==> src/rtl/iram_loader_pkg.sv <==
// iram_loader_pkg: shared types and constants for the IRAM boot loader.
//   state_t   - loader session state
//   lane_t    - byte-lane index inside a 32-bit word
//   HDR_BYTES - bytes in the length header (also bytes per payload word)
package iram_loader_pkg;

  typedef enum logic [2:0] {
    IDLE,
    HDR,
    DATA,
    WR,
    CHK,
    DONE,
    ERR
  } state_t;

  typedef logic [1:0] lane_t;

  localparam int unsigned HDR_BYTES = 4;

endpackage

==> src/rtl/iram_loader_if.sv <==
// iram_loader_if: byte-stream input and IRAM write bus of the loader.
//   rx_valid/rx_data/rx_ready - byte stream, transfer on rx_valid & rx_ready
//   mem_wr/addr/wdata         - single-cycle IRAM word write
// master: the loader side. slave: byte source / IRAM side.
interface iram_loader_if;
  logic        rx_valid;
  logic [7:0]  rx_data;
  logic        rx_ready;
  logic        mem_wr;
  logic [31:0] addr;
  logic [31:0] wdata;

  modport master (
    input  rx_valid, rx_data,
    output rx_ready, mem_wr, addr, wdata
  );

  modport slave (
    output rx_valid, rx_data,
    input  rx_ready, mem_wr, addr, wdata
  );
endinterface

==> src/rtl/iram_ld_packer.sv <==
// iram_ld_packer: shifts accepted bytes into a 32-bit little-endian word.
//   clk, rstn - clock, synchronous active-low reset
//   clr       - restart assembly at lane 0
//   en        - a byte is accepted this cycle
//   din       - accepted byte
//   word      - word including the current byte (valid when full)
//   full      - current byte completes the word
module iram_ld_packer
  import iram_loader_pkg::*;
(
  input  logic        clk,
  input  logic        rstn,
  input  logic        clr,
  input  logic        en,
  input  logic [7:0]  din,
  output logic [31:0] word,
  output logic        full
);

  logic [23:0] shreg;
  lane_t       lane;

  // Newest byte enters at the top, so after four bytes the first one sits
  // in bits [7:0]. The completed word is presented combinationally so the
  // FSM can act on it in the same cycle as the last byte.
  assign word = {din, shreg};
  assign full = en && (lane == lane_t'(HDR_BYTES - 1));

  always_ff @(posedge clk) begin
    if (!rstn || clr) begin
      shreg <= '0;
      lane  <= '0;
    end else if (en) begin
      shreg <= word[31:8];
      lane  <= lane + 2'd1;
    end
  end

endmodule

==> src/rtl/iram_loader.sv <==
// iram_loader: boot-time IRAM writer. Receives a length-prefixed, XOR-checked
// program image as a byte stream, writes it word by word and releases the
// core reset once the image has verified.
//   sclk, rstn   - clock, synchronous active-low reset
//   start        - begin a load session (ignored while busy)
//   bus          - byte stream in, IRAM word writes out
//   busy         - session in progress
//   done         - image loaded and checksum verified
//   err          - session failed (bad length, checksum or timeout)
//   core_rstn    - core reset, high only while done
//   words_loaded - words written in the current session
module iram_loader
  import iram_loader_pkg::*;
#(
  parameter logic [31:0] BASE_ADDR   = 32'h0000_0000,
  parameter int          DEPTH_WORDS = 8192,
  parameter int          CNT_W       = 14,
  parameter int          TIMEOUT     = 1_000_000
) (
  input  logic              sclk,
  input  logic              rstn,
  input  logic              start,
  iram_loader_if.master     bus,
  output logic              busy,
  output logic              done,
  output logic              err,
  output logic              core_rstn,
  output logic [CNT_W-1:0]  words_loaded
);

  localparam int TW = $clog2(TIMEOUT + 1);

  state_t            state;
  logic [CNT_W-1:0]  idx;
  logic [31:0]       n_words;
  logic [7:0]        xor_acc;
  logic [TW-1:0]     tmo_cnt;

  logic        accept;
  logic        launch;
  logic        pk_en;
  logic        pk_full;
  logic [31:0] pk_word;
  logic        tmo_hit;
  logic        hdr_bad;
  logic        chk_bad;
  logic        fail;

  always_comb begin
    accept  = bus.rx_valid & bus.rx_ready;
    launch  = start & ((state == IDLE) | (state == DONE) | (state == ERR));
    pk_en   = accept & ((state == HDR) | (state == DATA));
    // rx_ready is high exactly in HDR, DATA and CHK, the states that time out.
    tmo_hit = bus.rx_ready & ~accept & (tmo_cnt == TW'(TIMEOUT - 1));
    // Full 32-bit compare so an oversize header can never alias into range.
    hdr_bad = (state == HDR) & pk_full &
              ((pk_word == '0) | (pk_word > 32'(DEPTH_WORDS)));
    chk_bad = (state == CHK) & accept & (bus.rx_data != xor_acc);
    fail    = tmo_hit | hdr_bad | chk_bad;
  end

  iram_ld_packer u_packer (
    .clk  (sclk),
    .rstn (rstn),
    .clr  (launch),
    .en   (pk_en),
    .din  (bus.rx_data),
    .word (pk_word),
    .full (pk_full)
  );

  always_ff @(posedge sclk) begin
    if (!rstn) begin
      state        <= IDLE;
      bus.rx_ready <= 1'b0;
      bus.mem_wr   <= 1'b0;
      bus.addr     <= BASE_ADDR;
      bus.wdata    <= '0;
      busy         <= 1'b0;
      done         <= 1'b0;
      err          <= 1'b0;
      core_rstn    <= 1'b0;
      words_loaded <= '0;
      idx          <= '0;
      n_words      <= '0;
      xor_acc      <= '0;
      tmo_cnt      <= '0;
    end else begin
      bus.mem_wr <= 1'b0;

      if (bus.rx_ready) begin
        tmo_cnt <= accept ? '0 : tmo_cnt + TW'(1);
      end

      case (state)
        IDLE, DONE, ERR: begin
          if (start) begin
            state        <= HDR;
            bus.rx_ready <= 1'b1;
            busy         <= 1'b1;
            done         <= 1'b0;
            err          <= 1'b0;
            core_rstn    <= 1'b0;
            words_loaded <= '0;
            idx          <= '0;
            xor_acc      <= '0;
            tmo_cnt      <= '0;
          end
        end

        HDR: begin
          if (pk_full) begin
            n_words <= pk_word;
            state   <= DATA;
          end
        end

        DATA: begin
          if (accept) begin
            xor_acc <= xor_acc ^ bus.rx_data;
          end
          if (pk_full) begin
            state        <= WR;
            bus.rx_ready <= 1'b0;
            bus.mem_wr   <= 1'b1;
            bus.addr     <= BASE_ADDR + (32'(idx) << 2);
            bus.wdata    <= pk_word;
          end
        end

        WR: begin
          idx          <= idx + CNT_W'(1);
          words_loaded <= words_loaded + CNT_W'(1);
          bus.rx_ready <= 1'b1;
          state        <= (32'(idx) + 32'd1 == n_words) ? CHK : DATA;
        end

        CHK: begin
          if (accept) begin
            state        <= DONE;
            bus.rx_ready <= 1'b0;
            busy         <= 1'b0;
            done         <= 1'b1;
            core_rstn    <= 1'b1;
          end
        end

        default: state <= IDLE;
      endcase

      // Any failure overrides the normal next-state chosen above.
      if (fail) begin
        state        <= ERR;
        bus.rx_ready <= 1'b0;
        busy         <= 1'b0;
        done         <= 1'b0;
        err          <= 1'b1;
        core_rstn    <= 1'b0;
      end
    end
  end

endmodule
==> src/flat_wrapper.sv <==
// flat-port wrapper written by rule: the top's interface ports become plain ports
module iram_loader_flat import iram_loader_pkg::*;
#(
  parameter logic [31:0] BASE_ADDR   = 32'h0000_0000,
  parameter int          DEPTH_WORDS = 8192,
  parameter int          CNT_W       = 14,
  parameter int          TIMEOUT     = 1_000_000
)
  (sclk, rstn, start, busy, done, err, core_rstn, words_loaded, bus_rx_valid, bus_rx_data, bus_rx_ready, bus_mem_wr, bus_addr, bus_wdata);
  iram_loader_if bus_i ();
  input  logic sclk;
  input  logic rstn;
  input  logic start;
  output logic busy;
  output logic done;
  output logic err;
  output logic core_rstn;
  output logic [CNT_W-1:0] words_loaded;
  input wire logic [$bits(bus_i.rx_valid)-1:0] bus_rx_valid;
  input wire logic [$bits(bus_i.rx_data)-1:0] bus_rx_data;
  output wire logic [$bits(bus_i.rx_ready)-1:0] bus_rx_ready;
  output wire logic [$bits(bus_i.mem_wr)-1:0] bus_mem_wr;
  output wire logic [$bits(bus_i.addr)-1:0] bus_addr;
  output wire logic [$bits(bus_i.wdata)-1:0] bus_wdata;
  assign bus_i.rx_valid = bus_rx_valid;
  assign bus_i.rx_data = bus_rx_data;
  assign bus_rx_ready = bus_i.rx_ready;
  assign bus_mem_wr = bus_i.mem_wr;
  assign bus_addr = bus_i.addr;
  assign bus_wdata = bus_i.wdata;
  iram_loader #(.BASE_ADDR(BASE_ADDR), .DEPTH_WORDS(DEPTH_WORDS), .CNT_W(CNT_W), .TIMEOUT(TIMEOUT)) u_core (.sclk(sclk), .rstn(rstn), .start(start), .bus(bus_i), .busy(busy), .done(done), .err(err), .core_rstn(core_rstn), .words_loaded(words_loaded));
endmodule
==> config.mk <==
export PLATFORM = sky130hd
export DESIGN_NAME = iram_loader_flat
export DESIGN_NICKNAME = d
export VERILOG_FILES = /design/src/rtl/iram_loader_pkg.sv /design/src/rtl/iram_loader_if.sv /design/src/rtl/iram_ld_packer.sv /design/src/rtl/iram_loader.sv /design/src/flat_wrapper.sv
export SDC_FILE = /design/constraint.sdc
export NUM_CORES = 1
export LEC_CHECK = 0
export BUFFER_PORTS_ARGS = -buffer_cell sky130_fd_sc_hd__buf_2
export CAP_MARGIN = 10
export CELL_PAD_IN_SITES_DETAIL_PLACEMENT = 1
export CELL_PAD_IN_SITES_GLOBAL_PLACEMENT = 1
export CORE_MARGIN = 3
export CORE_UTILIZATION = 43
export CTS_CLUSTER_SIZE = 30
export DETAILED_ROUTE_END_ITERATION = 16
export PLACE_DENSITY_LB_ADDON = 0.1
export SLEW_MARGIN = 20
export SYNTH_ARGS = -nofsm -noshare
export SYNTH_HDL_FRONTEND = slang
export SYNTH_HIERARCHICAL = 1
export SYNTH_SLANG_ARGS = --single-unit
==> constraint.sdc <==
create_clock -name sclk -period 3.8 [get_ports sclk]
set_clock_uncertainty 0.1 [all_clocks]
set_input_delay 0.19 -clock sclk [delete_from_list [all_inputs] [get_ports sclk]]
set_output_delay 0.19 -clock sclk [all_outputs]
set_load 0.005 [all_outputs]
==> impl_metrics.toml <==
[floorplan]
initial_core_util_pct = 44.19
rows = 48
core_area_um2 = 17360
die-area_um2 = 19480
die_h_um = 139.6
ios = 96
die_w_um = 139.6

[place]
post-dp-hpwl_um = 14210
port-buffer-count = 77
gp_congestion = 0.8144
dp_slack_ps = 994.3

[timing]
rsz0062_at_grt = "false"
fin_setup_tns_ps = 0
slew_headroom_pct = 40.00
finalCritPeriodShare_pct = 76.62
min_period_ps = 2911
drv_slew = 0
tightestPinTransition_ps = 900.0
finalWorstSetupSlack_ps = 888.5
max_freq_mhz = 343.5
setup_viol = 0
hold_viol = 0

[worst_setup_path]
critPathLaunchType = "flip-flop"
reg2reg_to = "u_core/err$_SDFFE_PN0P_"
crit_path_max_fanout = 12
required_ps = 4040
rr_worst_depth = 9
cp_slowest_stage_delay_ps = 570
crit_start = "u_core/bus.rx_ready$_SDFFE_PP0P_"
path_class = "flip-flop to flip-flop"
path_cells = "nand2_1 -> nor3b_2 -> and2_1 -> nor2b_1 -> and2_1 -> a31oi_1 -> a31oi_1 -> and2b_2 -> a21oi_1"
r2r_start = "u_core/bus.rx_ready$_SDFFE_PP0P_"
critical_path_buf_inv_count = 0
cp_top_family = "simple AND/OR/NAND/NOR gates"
slowest_stage = "dfxtp_1"
arrival_ps = 3150
critPathCaptureType = "flip-flop"
r2r_slack_ps = 890

[synthesis]
synth_edf_count = 0
yosysTopAreaCellShare_pct = 43.85
synthTopCellsByArea = "dfxtp_1 (44%), nand2_1 (9.4%), a21oi_1 (7.5%), nor2_1 (4.2%), xnor2_1 (3.8%)"
synth.cell_area_um2 = 7670
avgSynthCellArea_um2 = 8.116
ys_warn_count = 6
yosys_register_bits = 168
synth.distinct_cells = 63
ys.flop_type = "dfxtp_1"
synth_seq_area_share_pct = 43.85
syn_inst = 945
yosysTopAreaCell = "dfxtp_1"
synthArstFlopShare_pct = 0

[clock_tree]
cts_hold_buf = 4
clock_sinks = 168
postCtsSetupRepairBufs = 0
clk_path_buf_depth = 2
clkLatencyLatePin_ps = 420
cts.clk_slew.worst_paths_ps = 70
tritoncts = "done"
cts_max_level = 4
numCtsBuffers = 17
cts_root_buffer = "clkbuf_16"
ctsResizeCount = 0

[min_path]
worstHoldPathCells = 3
worstHoldEndpoint = "u_core/n_words[30]$_SDFFE_PN0P_"
worstHoldPathType = "input port to flip-flop"
min_from = "bus_rx_data[6]"

[layout]
finish.net_count = 1000
final_common_cell = "nand2_1"
area_growth_pct = 11.62
antenna_cells = 0
drive_gt1_share_pct = 13.34
fillers = 2155
layout_common_cells = "nand2_1 (193), dfxtp_1 (168), a21oi_1 (115)"

[status]
status = "finished clean"

[routing]
drt_pass1_iterations = 4
routed_wl_um = 20760
vias = 6577
drtAntennaViolNets = 0
drtIter0Drc = 371
vias_per_cell = 5.382
routedWlPerCell_um = 16.99
drc = 0

[global_route]
grt_usage_pct = 21.81
antenna_found_initial = 0
grt_max_degree = 81
grt_pass1_wl_um = 34990
overflow = 0
grt_pass1_vias = 6655

[power_and_ir_drop]
power.density_nw_per_um2 = 423.1
irDropWorstVdd_mv = 0.3522
p_leak_nw = 3.085

[flow_run]
maxCapViolCount = 0
per-stage QoR:
step	cell area (um2)	total power, mW	instances	utilization [%]	hold slack (ps)
after floorplan	7734	1.988	962	-	205.2
after global placement	7966	2.025	1186	45.90	339.6
after detailed placement	7966	2.027	1186	45.90	347.5
after CTS	8561	3.662	1222	49.32	4.830
after global routing	8561	3.772	1222	49.32	14.53
final	8561	3.622	1222	49.32	20.49
cell type report:
| type | count | area [um2] | share of cell area (%) |
|---|---|---|---|
| repair buffers | 89 | 498.0 | 5.817 |
| inverters | 6 | 23.77 | 0.2777 |
| multi-input cells | 702 | 3840 | 44.86 |
| clock inverters | 14 | 115.1 | 1.345 |
| clock buffers | 18 | 439.2 | 5.130 |
| flip-flops and latches | 168 | 3363 | 39.29 |
| well taps | 225 | 281.5 | 3.289 |
worst max-delay path by stage:
stage	endpoint	slack, ps	depth (start not counted)
floorplan	u_core/err$_SDFFE_PN0P_	880	13
global placement	u_core/err$_SDFFE_PN0P_	1000	9
detailed placement	u_core/err$_SDFFE_PN0P_	990	9
CTS	u_core/err$_SDFFE_PN0P_	930	9
global route	u_core/err$_SDFFE_PN0P_	650	9
finish	u_core/err$_SDFFE_PN0P_	890	9
tightest hold or removal path, cell delays in order:
cell     delay [ps]
buf_2           170
nand2_1          80
a21oi_1          50
cell usage after synthesis (14+ instances only):
library cell	number
nand3_1	29
nor2_1	85
xnor2_1	33
a21oi_1	115
o21ai_0	31
nand2_1	193
xor2_1	19
mux2i_1	28
clkbuf_1	42
dfxtp_1	168
nor4_1	14
buf_4	28
nand4_1	16
power breakdown:
| group | leakage (nW) | internal [mW] | switching [mW] | total, mW |
|---|---|---|---|---|
| clock | 0.258 | 0.869 | 0.764 | 1.63 |
| sequential | 1.35 | 1.77 | 0.0223 | 1.79 |
| combinational | 1.47 | 0.0611 | 0.135 | 0.196 |
cells by family after synthesis:
| logic type | Yosys count | synth area share [%] |
|---|---|---|
| XOR/XNOR | 52 | 5.938 |
| buffers and inverters | 92 | 6.982 |
| multiplexers | 32 | 4.241 |
| adder cells (fa/ha/maj) | 4 | 0.6526 |
| AO/OA/AOI/OAI | 179 | 13.03 |
| other | 1 | 0.04889 |
| flip-flops | 168 | 43.85 |
| AND/OR/NAND/NOR | 417 | 25.25 |
routing by layer:
metal  track usage [%]  vias up  part of all wire, %
met5                 0        -                    0
met4             5.558        0                  1.5
met3             4.158       21                  3.5
met2             35.45      115                   45
met1             30.03     3190                   50
li1                  -     3251                    -
flip-flops by register name, summed over array words and instances, names as in the netlist:
signal                 cells
u_core/u_packer/shreg     24
u_core/bus.addr           14
u_core/bus.wdata          32
u_core/bus.rx_ready        1
u_core/tmo_cnt            20
u_core/err                 1
u_core/idx                14
u_core/n_words            32
u_core/xor_acc             8
u_core/busy                1
u_core/bus.mem_wr          1
u_core/u_packer/lane       2
u_core/core_rstn           1
u_core/words_loaded       14
u_core/state               3
Note: power is estimated with default switching activity, not from simulation.
